<file path="src/rtl/serial_add_if.sv">
// Handshake and full-adder bundle for serial_add_ctrl.
//   master: requester plus shared full adder (drives start/sub/cin/a/b/fa_y)
//   slave : the controller (drives fa_a/fa_b/fa_c, busy, done, sum, cout, ovf)
interface serial_add_if #(
    parameter int unsigned N = 8
);
    logic         start;
    logic         sub;
    logic         cin;
    logic [N-1:0] a;
    logic [N-1:0] b;
    logic         fa_a;
    logic         fa_b;
    logic         fa_c;
    logic [1:0]   fa_y;
    logic         busy;
    logic         done;
    logic [N-1:0] sum;
    logic         cout;
    logic         ovf;

    modport master (
        output start, sub, cin, a, b, fa_y,
        input  fa_a, fa_b, fa_c, busy, done, sum, cout, ovf
    );

    modport slave (
        input  start, sub, cin, a, b, fa_y,
        output fa_a, fa_b, fa_c, busy, done, sum, cout, ovf
    );
endinterface

</file>
<file path="src/rtl/serial_add_ctrl.sv">
// Bit-serial add/subtract sequencer for one shared external 1-bit full adder.
// Presents one operand column per clock (LSB first), collects {carry, sum}
// from the adder, and reports an N-bit result with carry-out and overflow.
// Ports:
//   clk   - system clock, rising edge
//   rst_n - asynchronous active-low reset
//   bus   - serial_add_if.slave: start/sub/cin/a/b request, fa_a/fa_b/fa_c
//           to the adder, fa_y from the adder, busy/done/sum/cout/ovf status
module serial_add_ctrl #(
    parameter int unsigned N = 8
) (
    input  logic         clk,
    input  logic         rst_n,
    serial_add_if.slave  bus
);
    localparam int unsigned CW = (N > 1) ? $clog2(N) : 1;

    typedef enum logic [1:0] {
        IDLE = 2'd0,
        RUN  = 2'd1,
        DONE = 2'd2
    } state_t;

    state_t        state;
    logic [N-1:0]  a_sh;
    logic [N-1:0]  b_sh;
    logic [N-2:0]  res_sh;   // earlier N-1 sum bits; the last one comes from fa_y
    logic          carry;
    logic          msb_cin;
    logic [CW-1:0] cnt;
    logic          busy_q;
    logic          done_q;
    logic [N-1:0]  sum_q;
    logic          cout_q;
    logic          ovf_q;

    // Shift-in view of the result including the current column's sum bit
    logic [N-1:0]  res_next;
    assign res_next = {bus.fa_y[0], res_sh};

    // Operand and carry registers are all zero outside RUN (operands are fully
    // shifted out and carry is cleared on the last column), so the adder
    // inputs are taken straight from register bits without state gating.
    assign bus.fa_a = a_sh[0];
    assign bus.fa_b = b_sh[0];
    assign bus.fa_c = carry;
    assign bus.busy = busy_q;
    assign bus.done = done_q;
    assign bus.sum  = sum_q;
    assign bus.cout = cout_q;
    assign bus.ovf  = ovf_q;

    // Sequencer, datapath shifters and result registers
    always_ff @(posedge clk or negedge rst_n) begin
        if (!rst_n) begin
            state   <= IDLE;
            a_sh    <= '0;
            b_sh    <= '0;
            res_sh  <= '0;
            carry   <= 1'b0;
            msb_cin <= 1'b0;
            cnt     <= '0;
            busy_q  <= 1'b0;
            done_q  <= 1'b0;
            sum_q   <= '0;
            cout_q  <= 1'b0;
            ovf_q   <= 1'b0;
        end else begin
            done_q <= 1'b0;
            case (state)
                IDLE, DONE: begin
                    if (bus.start) begin
                        a_sh   <= bus.a;
                        b_sh   <= bus.sub ? ~bus.b : bus.b;
                        carry  <= bus.sub | bus.cin;
                        cnt    <= '0;
                        busy_q <= 1'b1;
                        state  <= RUN;
                    end else begin
                        state  <= IDLE;
                    end
                end
                RUN: begin
                    res_sh <= res_next[N-1:1];
                    a_sh   <= a_sh >> 1;
                    b_sh   <= b_sh >> 1;
                    carry  <= bus.fa_y[1];
                    cnt    <= cnt + CW'(1);
                    if (cnt == CW'(N - 2)) begin
                        msb_cin <= bus.fa_y[1];
                    end
                    if (cnt == CW'(N - 1)) begin
                        sum_q  <= res_next;
                        cout_q <= bus.fa_y[1];
                        ovf_q  <= msb_cin ^ bus.fa_y[1];
                        carry  <= 1'b0;
                        cnt    <= '0;
                        busy_q <= 1'b0;
                        done_q <= 1'b1;
                        state  <= DONE;
                    end
                end
                default: begin
                    busy_q <= 1'b0;
                    state  <= IDLE;
                end
            endcase
        end
    end
endmodule

</file>
<file path="src/flat_wrapper.sv">
// flat-port wrapper written by rule: the top's interface ports become plain ports
module serial_add_ctrl_flat 
#(
    parameter int unsigned N = 8
)
  (clk, rst_n, bus_start, bus_sub, bus_cin, bus_a, bus_b, bus_fa_y, bus_fa_a, bus_fa_b, bus_fa_c, bus_busy, bus_done, bus_sum, bus_cout, bus_ovf);
  serial_add_if #(.N(N)) bus_i ();
  input  logic clk;
  input  logic rst_n;
  input wire logic [$bits(bus_i.start)-1:0] bus_start;
  input wire logic [$bits(bus_i.sub)-1:0] bus_sub;
  input wire logic [$bits(bus_i.cin)-1:0] bus_cin;
  input wire logic [$bits(bus_i.a)-1:0] bus_a;
  input wire logic [$bits(bus_i.b)-1:0] bus_b;
  input wire logic [$bits(bus_i.fa_y)-1:0] bus_fa_y;
  output wire logic [$bits(bus_i.fa_a)-1:0] bus_fa_a;
  output wire logic [$bits(bus_i.fa_b)-1:0] bus_fa_b;
  output wire logic [$bits(bus_i.fa_c)-1:0] bus_fa_c;
  output wire logic [$bits(bus_i.busy)-1:0] bus_busy;
  output wire logic [$bits(bus_i.done)-1:0] bus_done;
  output wire logic [$bits(bus_i.sum)-1:0] bus_sum;
  output wire logic [$bits(bus_i.cout)-1:0] bus_cout;
  output wire logic [$bits(bus_i.ovf)-1:0] bus_ovf;
  assign bus_i.start = bus_start;
  assign bus_i.sub = bus_sub;
  assign bus_i.cin = bus_cin;
  assign bus_i.a = bus_a;
  assign bus_i.b = bus_b;
  assign bus_i.fa_y = bus_fa_y;
  assign bus_fa_a = bus_i.fa_a;
  assign bus_fa_b = bus_i.fa_b;
  assign bus_fa_c = bus_i.fa_c;
  assign bus_busy = bus_i.busy;
  assign bus_done = bus_i.done;
  assign bus_sum = bus_i.sum;
  assign bus_cout = bus_i.cout;
  assign bus_ovf = bus_i.ovf;
  serial_add_ctrl #(.N(N)) u_core (.clk(clk), .rst_n(rst_n), .bus(bus_i));
endmodule
</file>
<file path="config.mk">
export PLATFORM = sky130hd
export DESIGN_NAME = serial_add_ctrl_flat
export DESIGN_NICKNAME = d
export VERILOG_FILES = /design/src/rtl/serial_add_if.sv /design/src/rtl/serial_add_ctrl.sv /design/src/flat_wrapper.sv
export SDC_FILE = /design/constraint.sdc
export NUM_CORES = 1
export LEC_CHECK = 0
export CORE_ASPECT_RATIO = 1.1
export CORE_MARGIN = 4
export CORE_UTILIZATION = 54
export CTS_BUF_LIST = sky130_fd_sc_hd__clkbuf_8 sky130_fd_sc_hd__clkbuf_16
export DETAILED_ROUTE_END_ITERATION = 7
export PLACE_DENSITY = 0.84
export SLEW_MARGIN = 20
export SYNTH_ARGS = -nofsm -noshare
export SYNTH_HDL_FRONTEND = slang
export SYNTH_SLANG_ARGS = --single-unit
export TNS_END_PERCENT = 10
</file>
<file path="constraint.sdc">
create_clock -name clk -period 2.4 [get_ports clk]
set_input_delay 0.36 -clock clk [delete_from_list [all_inputs] [get_ports clk]]
set_output_delay 0.36 -clock clk [all_outputs]
set_load 0.02 [all_outputs]
</file>
======== Word-level counts from Yosys, hierarchy flattened ========
Cells that the tools add are included.
word-level totals
  output and inout bits ................... 15
  input port bits ......................... 23
  flip-flop bits (word level) ............. 42
  word-level logic and storage cells ...... 48
operators by class
  equality and inequality tests ........... 6
  bitwise operators ....................... 3
  add/subtract/negate cells ............... 1
  mux-type cells .......................... 19
  reductions and logical operators ........ 7
operator list
  cell                                                                      number
  8-bit case mux with 2 select lines                                        2
  8-bit 2-to-1 mux                                                          3
  8-bit NOT                                                                 1
  2-bit AND reduction                                                       4
  1-bit 2-to-1 mux                                                          7
  3-bit == test (second input constant)                                     2
  3-bit 2-to-1 mux                                                          2
  3-bit case mux with 2 select lines                                        1
  1-bit case mux with 2 select lines                                        2
  2-bit case mux with 2 select lines                                        1
  3-bit by 1-bit adder with 3-bit output (second input constant)            1
  2-bit by 1-bit == test with 1-bit output (second input constant)          1
  2-bit == test (second input constant)                                     1
  2-bit logical NOT                                                         1
  2-bit 2-to-1 mux                                                          1
  2-bit by 1-bit inequality test with 1-bit output (second input constant)  1
  2-bit inequality test (second input constant)                             1
  2-bit nonzero test                                                        1
  2-bit OR reduction                                                        1
  1-bit bitwise OR                                                          1
  1-bit XOR                                                                 1

======== Longest topological paths before layout ========
Gate-level depths: netlist of run 1.
  depth after elaboration ................. 4
  depth in mapped cells ................... 6
  mapped depth without buffers ............ 5

======== Worst setup path before layout of run 1 ========
No wires, ideal clock.
  path kind ............................... register to register
  start ................................... reg u_core.cnt[0]
  end ..................................... reg u_core.cout_q (netlist: u_core.bus.cout)
  arrival ................................. 1,499 ps
  cell stages (with the launch flop) ...... 6
  period minus slack after synthesis ...... 1,624 ps
  path slack .............................. 776 ps
  path buffers ............................ 1
  setup time .............................. 125 ps
  required time ........................... 2,275 ps
  cells stage by stage .................... dfrtp_1 ha_1 ha_1 nand3b_1 buf_2 mux2_2
between the ends
  word-level cells in the longest chain between the ends .. 2
ends and longest elaborated chain
  item                           line                   text
  start, declared                serial_add_ctrl.sv:30  logic [CW-1:0] cnt;
  start signal, assigned         serial_add_ctrl.sv:88  cnt <= cnt + CW'(1);
  3-bit == test                  serial_add_ctrl.sv:92  if (cnt == CW'(N - 1)) begin
  2-bit AND reduction (no line)  --
  end signal, assigned           serial_add_ctrl.sv:94  cout_q <= bus.fa_y[1];
  end, declared                  serial_add_ctrl.sv:34  logic cout_q;
No other way between the ends.
A chain may end at the register's enable or synchronous reset.

======== Worst setup path after layout of run 1 ========
  start ................................... reg u_core.cnt[0]
  end ..................................... reg u_core.sum_q[1] (netlist: u_core.bus.sum[1])
between the ends
  word-level cells in the longest chain between the ends .. 2
ends and longest elaborated chain
  item                           line                   text
  3-bit == test                  serial_add_ctrl.sv:92
  2-bit AND reduction (no line)  --
  end signal, assigned           serial_add_ctrl.sv:93  sum_q <= res_next;
  end, declared                  serial_add_ctrl.sv:33  logic [N-1:0] sum_q;
No other way between the ends.

==> results of run 1 <==
logic make-up after synthesis:
logic type	count (synthesis)	share of synthesized area, %
AO/OA/AOI/OAI	24	10.53
XOR/XNOR	9	4.366
adder cells (fa/ha/maj)	3	2.079
buffers and inverters	13	4.712
flip-flops	42	58.21
multiplexers	10	6.237
AND/OR/NAND/NOR	56	13.86
sequential cells by signal, summed over array words and instances (netlist names), 2 cells and up:
name            cells
u_core.bus.sum      8
u_core.cnt          3
u_core.a_sh         8
u_core.b_sh         8
u_core.state        2
u_core.res_sh       7
layout make-up:
class,count,share of cell area [%]
tap,34,1.894
timing repair buffer,39,16.94
multi-input combinational,102,29.81
inverter,3,0.5014
clock inverter,2,0.3900
sequential,42,46.80
clock buffer,6,3.677
metal layers:
metal | global-route usage [%] | share of wire, %
met1 | 22.08 | 43
met2 | 31.75 | 51
met3 | 5.348 | 4.9
met4 | 8.540 | 1.4
met5 | 0 | 0
placed cells by master, fill, tap and decap left out, types with 2 or more instances in the layout:
cell / count
ha_1: 3
buf_4: 2
mux2_2: 10
inv_1: 4
a22oi_1: 7
a22o_1: 3
clkdlybuf4s50_1: 36
nand3b_1: 2
xnor2_1: 8
nand3_1: 8
nor2_1: 9
a221o_1: 7
dfrtp_1: 42
and2b_1: 2
clkbuf_8: 6
nand2b_1: 2
nand2_1: 30
o21ai_0: 4
how the worst max path moves through the flow:
stage / to / slack [ps]
2_1_floorplan: u_core.bus.cout / 780
3_3_place_gp: u_core.b_sh[5] / 530
3_5_place_dp: u_core.b_sh[0] / 450
4_1_cts: u_core.bus.sum[1] / 550
5_1_grt: u_core.bus.sum[1] / 490
6_report: u_core.bus.sum[1] / 560
stage by stage:
| step | setup slack (ps) | utilization (%) | hold slack (ps) | instances |
|---|---|---|---|---|
| 2_1_floorplan | 776.4 | - | 64.41 | 157 |
| 3_3_place_gp | 534.4 | 68.91 | 456.4 | 220 |
| 3_5_place_dp | 454.0 | 68.91 | 461.0 | 220 |
| 4_1_cts | 554.7 | 71.83 | 219.1 | 228 |
| 5_1_grt | 494.1 | 71.83 | 257.1 | 228 |
| 6_report | 561.0 | 71.83 | 195.6 | 228 |
power by group:
| group | switching, W | internal (W) | leakage, nW |
|---|---|---|---|
| logic | 0.000618 | 0.000568 | 0.480 |
| clock network | 0.000221 | 0.000228 | 0.0524 |
| registers | 0.000201 | 0.00103 | 0.521 |
worst max-delay path, delay by kind of cell, from the launching register on:
family	cells	cell delay, ps
flip-flops	1	420
AND/OR/NAND/NOR	1	450
multiplexers	1	400
adder cells (fa/ha/maj)	2	450
==> results.md, run 1 <==
- Status: complete, no violations
- Post-CTS Setup Bufs: 0
- Final ANT Viol Nets: 0
- DRT iter0 DRCs: 118
- WL final: 3.661 mm
- Number of antenna violations at the first check in global routing: 0
- Required @ worst endpoint: 2570 ps
- Worst skew pair latency: 290 ps
- Unique cell type count in the Yosys netlist: 25
- CTS buffer count: 5
- CP cell instances: ha_1 -> ha_1 -> nand3b_1 -> mux2_2
- Grt ovf: 0
- Wire per inst: 16.06 µm
- Syn. warnings: 0
- Commonest cells post-synth: dfrtp_1, nand2_1, mux2_2
- Die ar.: 4334 µm²
- Tot GR Track Use: 18.58%
- I/O pin count: 38
- R2R Setup Slk: 560 ps
- RR Endpoint: u_core.bus.sum[1]
- Hold crit path type: in2async
- Via Count: 1296
- Syn Area/Cell: 11.50 µm²
- Die width: 63.13 µm
- Max_cap viols: 0
- Multi-input gate area in the final layout: 669.4 µm²
- Final Hold Viols: 0
- Asr flop ratio synth: 100.0%
- Root Buffer: clkbuf_8
- CTS resizes: 0
- FILL cells: 225
- CP Capture Type: flop
- Startpoint types: flop
- #FFs+latches synth: 42
- Design Area, Final: 2246 µm²
- DP Wirelength: 2.526 mm
- Synth Instances: 157
- Worst-Margin Slew: 896.2 ps
- Top cell type's share of synthesized area: 58.21%
- Largest net degree at the start of global routing: 43
- Crit path top cell by count: ha_1
- CP max stage delay: 450 ps
- Worst r2r path cells: 4
- Core area: 3127 µm²
- RR Startpoint: u_core.cnt[0]
- Area Growth Syn to Fin: 24.39%
- Most frequent cell after synthesis: dfrtp_1
- Worst-path clk slew: 70 ps
- Slowest cell on crit path: nand3b_1
- Remaining DRCs: 0
- CTS Sinks: 42
- Fin crit share: 76.63%
- Design Power: 0.002867 W
- Clock skew: 3.301 ps
- Seq/Total Area, Yosys: 58.21%
- Register area: 1051 µm²
- TNS Setup: 0 ps
- Maximum clock insertion buffer count: 2
- Top FF cell, synth: dfrtp_1
- Final net count: 219
- Initial Util: 57.74%
- CTS Hold Bufs: 0
- Final Setup Violations: 0
- Syn Std Cell Area: 1805 µm²
- Vert. Die Dim: 68.65 µm
- First-pass GRT wire length: 6.154 mm
- # diodes: 0
- Synth area leader: dfrtp_1
- Syn Nets: 183
- Vias in the first global route: 1329
- FMAX: 543.8 MHz
- Peak VDD IR: 0.0006927 V
- Synth top area cells: dfrtp_1, mux2_2, nand2_1
- Critical path class: reg2reg
- RSZ-0062 raised after global routing: false
- Final Critical Period: 1839 ps
- Vias per cell: 5.684
- Drt first pass iters: 4
- WP data arrival: 2010 ps
- Row count: 21
- CTS tree: done
- Lkg Pwr: 1.053 nW
- Max-slew violation total from the final report: 0
- Post-synth EDFFs: 0
- Max FO, Critical Path: 13
- Final GP Congestion: 0.7979
- Buffers on Ports: 37
- CP Launch Point: u_core.cnt[0]
- Pwr/cell area: 1276 nW/µm²
- Placed Area: 2155 µm²
- H-tree depth: 2
- Relative slew slack: 40.25%
- Share of post-route cells with drive strength above 1: 10.82%
(Power assumes the default switching activity.)
==> run 2, diff against run 1 <==
--- a/config.mk
+++ b/config.mk
@@ -7,10 +7,10 @@
 export LEC_CHECK = 0
 export CORE_ASPECT_RATIO = 1.1
 export CORE_MARGIN = 4
-export CORE_UTILIZATION = 54
+export CORE_UTILIZATION = 45
 export CTS_BUF_LIST = sky130_fd_sc_hd__clkbuf_8 sky130_fd_sc_hd__clkbuf_16
 export DETAILED_ROUTE_END_ITERATION = 7
-export PLACE_DENSITY = 0.84
+export PLACE_DENSITY = 0.75
 export SLEW_MARGIN = 20
 export SYNTH_ARGS = -nofsm -noshare
 export SYNTH_HDL_FRONTEND = slang
==> constraint.sdc (replaced) <==
create_clock -name clk -period 1.5 [get_ports clk]
set_input_delay 0.225 -clock clk [delete_from_list [all_inputs] [get_ports clk]]
set_output_delay 0.225 -clock clk [all_outputs]
set_load 0.02 [all_outputs]
==> run 2 against run 1 <==
Critical endpoint is now u_core.bus.sum[6]. Count of clock-buffer cells in the layout fell by 1. Combinational power rose by 76%. The run now ends with negative setup slack left. Global-route usage shrank 1.6 points. Routed wire length up 2.5%. Critical path depth increased by 1. Register-to-register slack got worse by 570 ps. Die area rose by 17%. Sequential share of layout area down 4.1 points. Cell area rose by 9.6%. Maximum frequency is 22% higher. Clock power is 89% higher.
==> results.md, run 2 (synthesized netlist as in run 1, its figures left out) <==
- Relative slew slack: 82.41%
- Largest net degree at the start of global routing: 23
- Initial Util: 48.26%
- Peak VDD IR: 0.001049 V
- Area Growth Syn to Fin: 36.31%
- Row count: 23
- Final net count: 234
- Number of antenna violations at the first check in global routing: 0
- DRT iter0 DRCs: 67
- RR Endpoint: u_core.bus.sum[6]
- Grt ovf: 0
- Commonest non-fill, non-tap cells in the layout: dfrtp_1, nand2_1, clkdlybuf4s50_1
- Core area: 3741 µm²
- Max-slew violation total from the final report: 0
- Worst r2r path cells: 5
- Drt first pass iters: 4
- Fin crit share: 100.9%
- Final Hold Viols: 0
- CTS buffer count: 5
- Hold crit path type: in2async
- # diodes: 0
- Final ANT Viol Nets: 0
- Vias per cell: 5.355
- Lkg Pwr: 1.262 nW
- Switch Pwr: 0.001727 W
- Tot GR Track Use: 16.97%
- RSZ-0062 raised after global routing: true
- Commonest non-fill, non-tap cell in the layout: dfrtp_1
- Pwr/cell area: 1999 nW/µm²
- FMAX: 661.0 MHz
- Finished Core Util: 65.79%
- Vias in the first global route: 1462
- Status: finished with violations
- Fin Hold WS: 319.4 ps
- Die width: 68.40 µm
- Die ar.: 5091 µm²
- Vert. Die Dim: 74.44 µm
- Required @ worst endpoint: 1670 ps
- Critical path class: reg2reg
- Max FO, Critical Path: 12
- Final Setup Violations: 5
- Violated checks: negative setup slack
- WP data arrival: 1690 ps
- Remaining DRCs: 0
- Worst-path clk slew: 70 ps
- Design Area, Final: 2461 µm²
- Share of post-route cells with drive strength above 1: 17.22%
- Via Count: 1387
- Placed Area: 2312 µm²
- Share of total power in combinational logic: 42.6%
- Buffers on Ports: 37
- H-tree depth: 2
- CTS Sinks: 42
- CP cell instances: ha_2 -> ha_4 -> nand3b_1 -> buf_12 -> mux2_2
- Root Buffer: clkbuf_8
- Clock skew: 7.794 ps
- Final GP Congestion: 0.7954
- CP Capture Type: flop
- Final setup margin: -12.83 ps
- CTS tree: done
- DP Wirelength: 2.803 mm
- CP max stage delay: 400 ps
- Startpoint types: flop
- Setup slack at placement: -55.64 ps
- RR Startpoint: u_core.cnt[1]
- DP Cell Count: 249
- Slowest cell on crit path: dfrtp_1
- Maximum clock insertion buffer count: 2
- Worst skew pair latency: 290 ps
- WL final: 3.753 mm
- Fin cells: 259
- Worst-Margin Slew: 263.8 ps
- I/O pin count: 38
- R2R Setup Slk: -10 ps
- Clock share of power: 17.3%
- Wire per inst: 14.49 µm
- Final Critical Period: 1513 ps
- Sequential share of power: 40.2%
- Internal power: 0.003194 W
- Switching Fraction: 35.10%
- Max_cap viols: 0
- First-pass GRT wire length: 6.375 mm
-- run 2: cell types whose count changed in the layout (fill, tap and decap cells not counted), moves of 2 or more --
cell,change
buf_4,+12
clkdlybuf4s50_1,-13
buf_12,+2
dlymetal6s2s_1,+11
ha_1,-2
dlygate4sd2_1,+2
-- run 2: routing by layer --
| layer | vias up | track usage (%) | part of all wire (%) |
|---|---|---|---|
| li1 | 640 | - | - |
| met1 | 679 | 20.06 | 39 |
| met2 | 62 | 27.89 | 52 |
| met3 | 6 | 4.683 | 7.5 |
| met4 | 0 | 8.830 | 1.8 |
| met5 | - | 0 | 0 |
-- run 2: timing repair --
action / CTS / global route
hold buffers: 1 / 0
setup endpoints to repair: 11 / 20
gates resized for setup: 2 / 11
buffers inserted: 0 / 1
hold endpoints to repair: 6 / 0
pin swaps: 1 / 0
-- run 2: through the flow --
stage          power (W)  setup TNS, ps
6_report        0.004921         -28.48
2_1_floorplan   0.003280              0
5_1_grt         0.005289         -215.6
3_3_place_gp    0.003986              0
3_5_place_dp    0.004145         -308.3
4_1_cts         0.004991         -30.69
-- run 2: critical path, delay by kind of cell, from the launching register on --
| kind | cells | cell delay [ps] |
|---|---|---|
| muxes | 1 | 340 |
| adders and majority gates | 2 | 350 |
| DFF | 1 | 400 |
| buffers and inverters | 1 | 160 |
| and+or+nand+nor | 1 | 150 |
-- run 2: power groups by stage --
| stage | Sequential, W | Clock [W] | Combinational (W) |
|---|---|---|---|
| 2_1_floorplan | 0.00215 | 0 | 0.00113 |
| 3_3_place_gp | 0.00195 | 0 | 0.00203 |
| 3_5_place_dp | 0.00199 | 0 | 0.00215 |
| 4_1_cts | 0.00198 | 0.000876 | 0.00213 |
| 5_1_grt | 0.00204 | 0.000932 | 0.00231 |
| 6_report | 0.00198 | 0.000849 | 0.00209 |
-- run 2: worst max path at each step --
stage | from | endpoint | slack, ps | cells past startpoint
floorplan | u_core.cnt[1] | u_core.bus.cout | 10 | 5
global placement | bus_start | u_core.b_sh[5] | 5 | 5
detailed placement | bus_start | u_core.b_sh[2] | -60 | 5
CTS | u_core.cnt[1] | u_core.bus.sum[6] | -10 | 5
global route | u_core.cnt[1] | u_core.bus.sum[6] | -40 | 5
finish | u_core.cnt[1] | u_core.bus.sum[6] | -10 | 5
-- run 2: layout make-up --
type	instances	area [µm²]
clock buffer	5	68.82
timing repair buffer	54	545.5
tap	50	62.56
multi-input combinational	102	684.4
sequential	42	1051
fill	300	1280
inverter	3	11.26
clock inverter	3	37.54
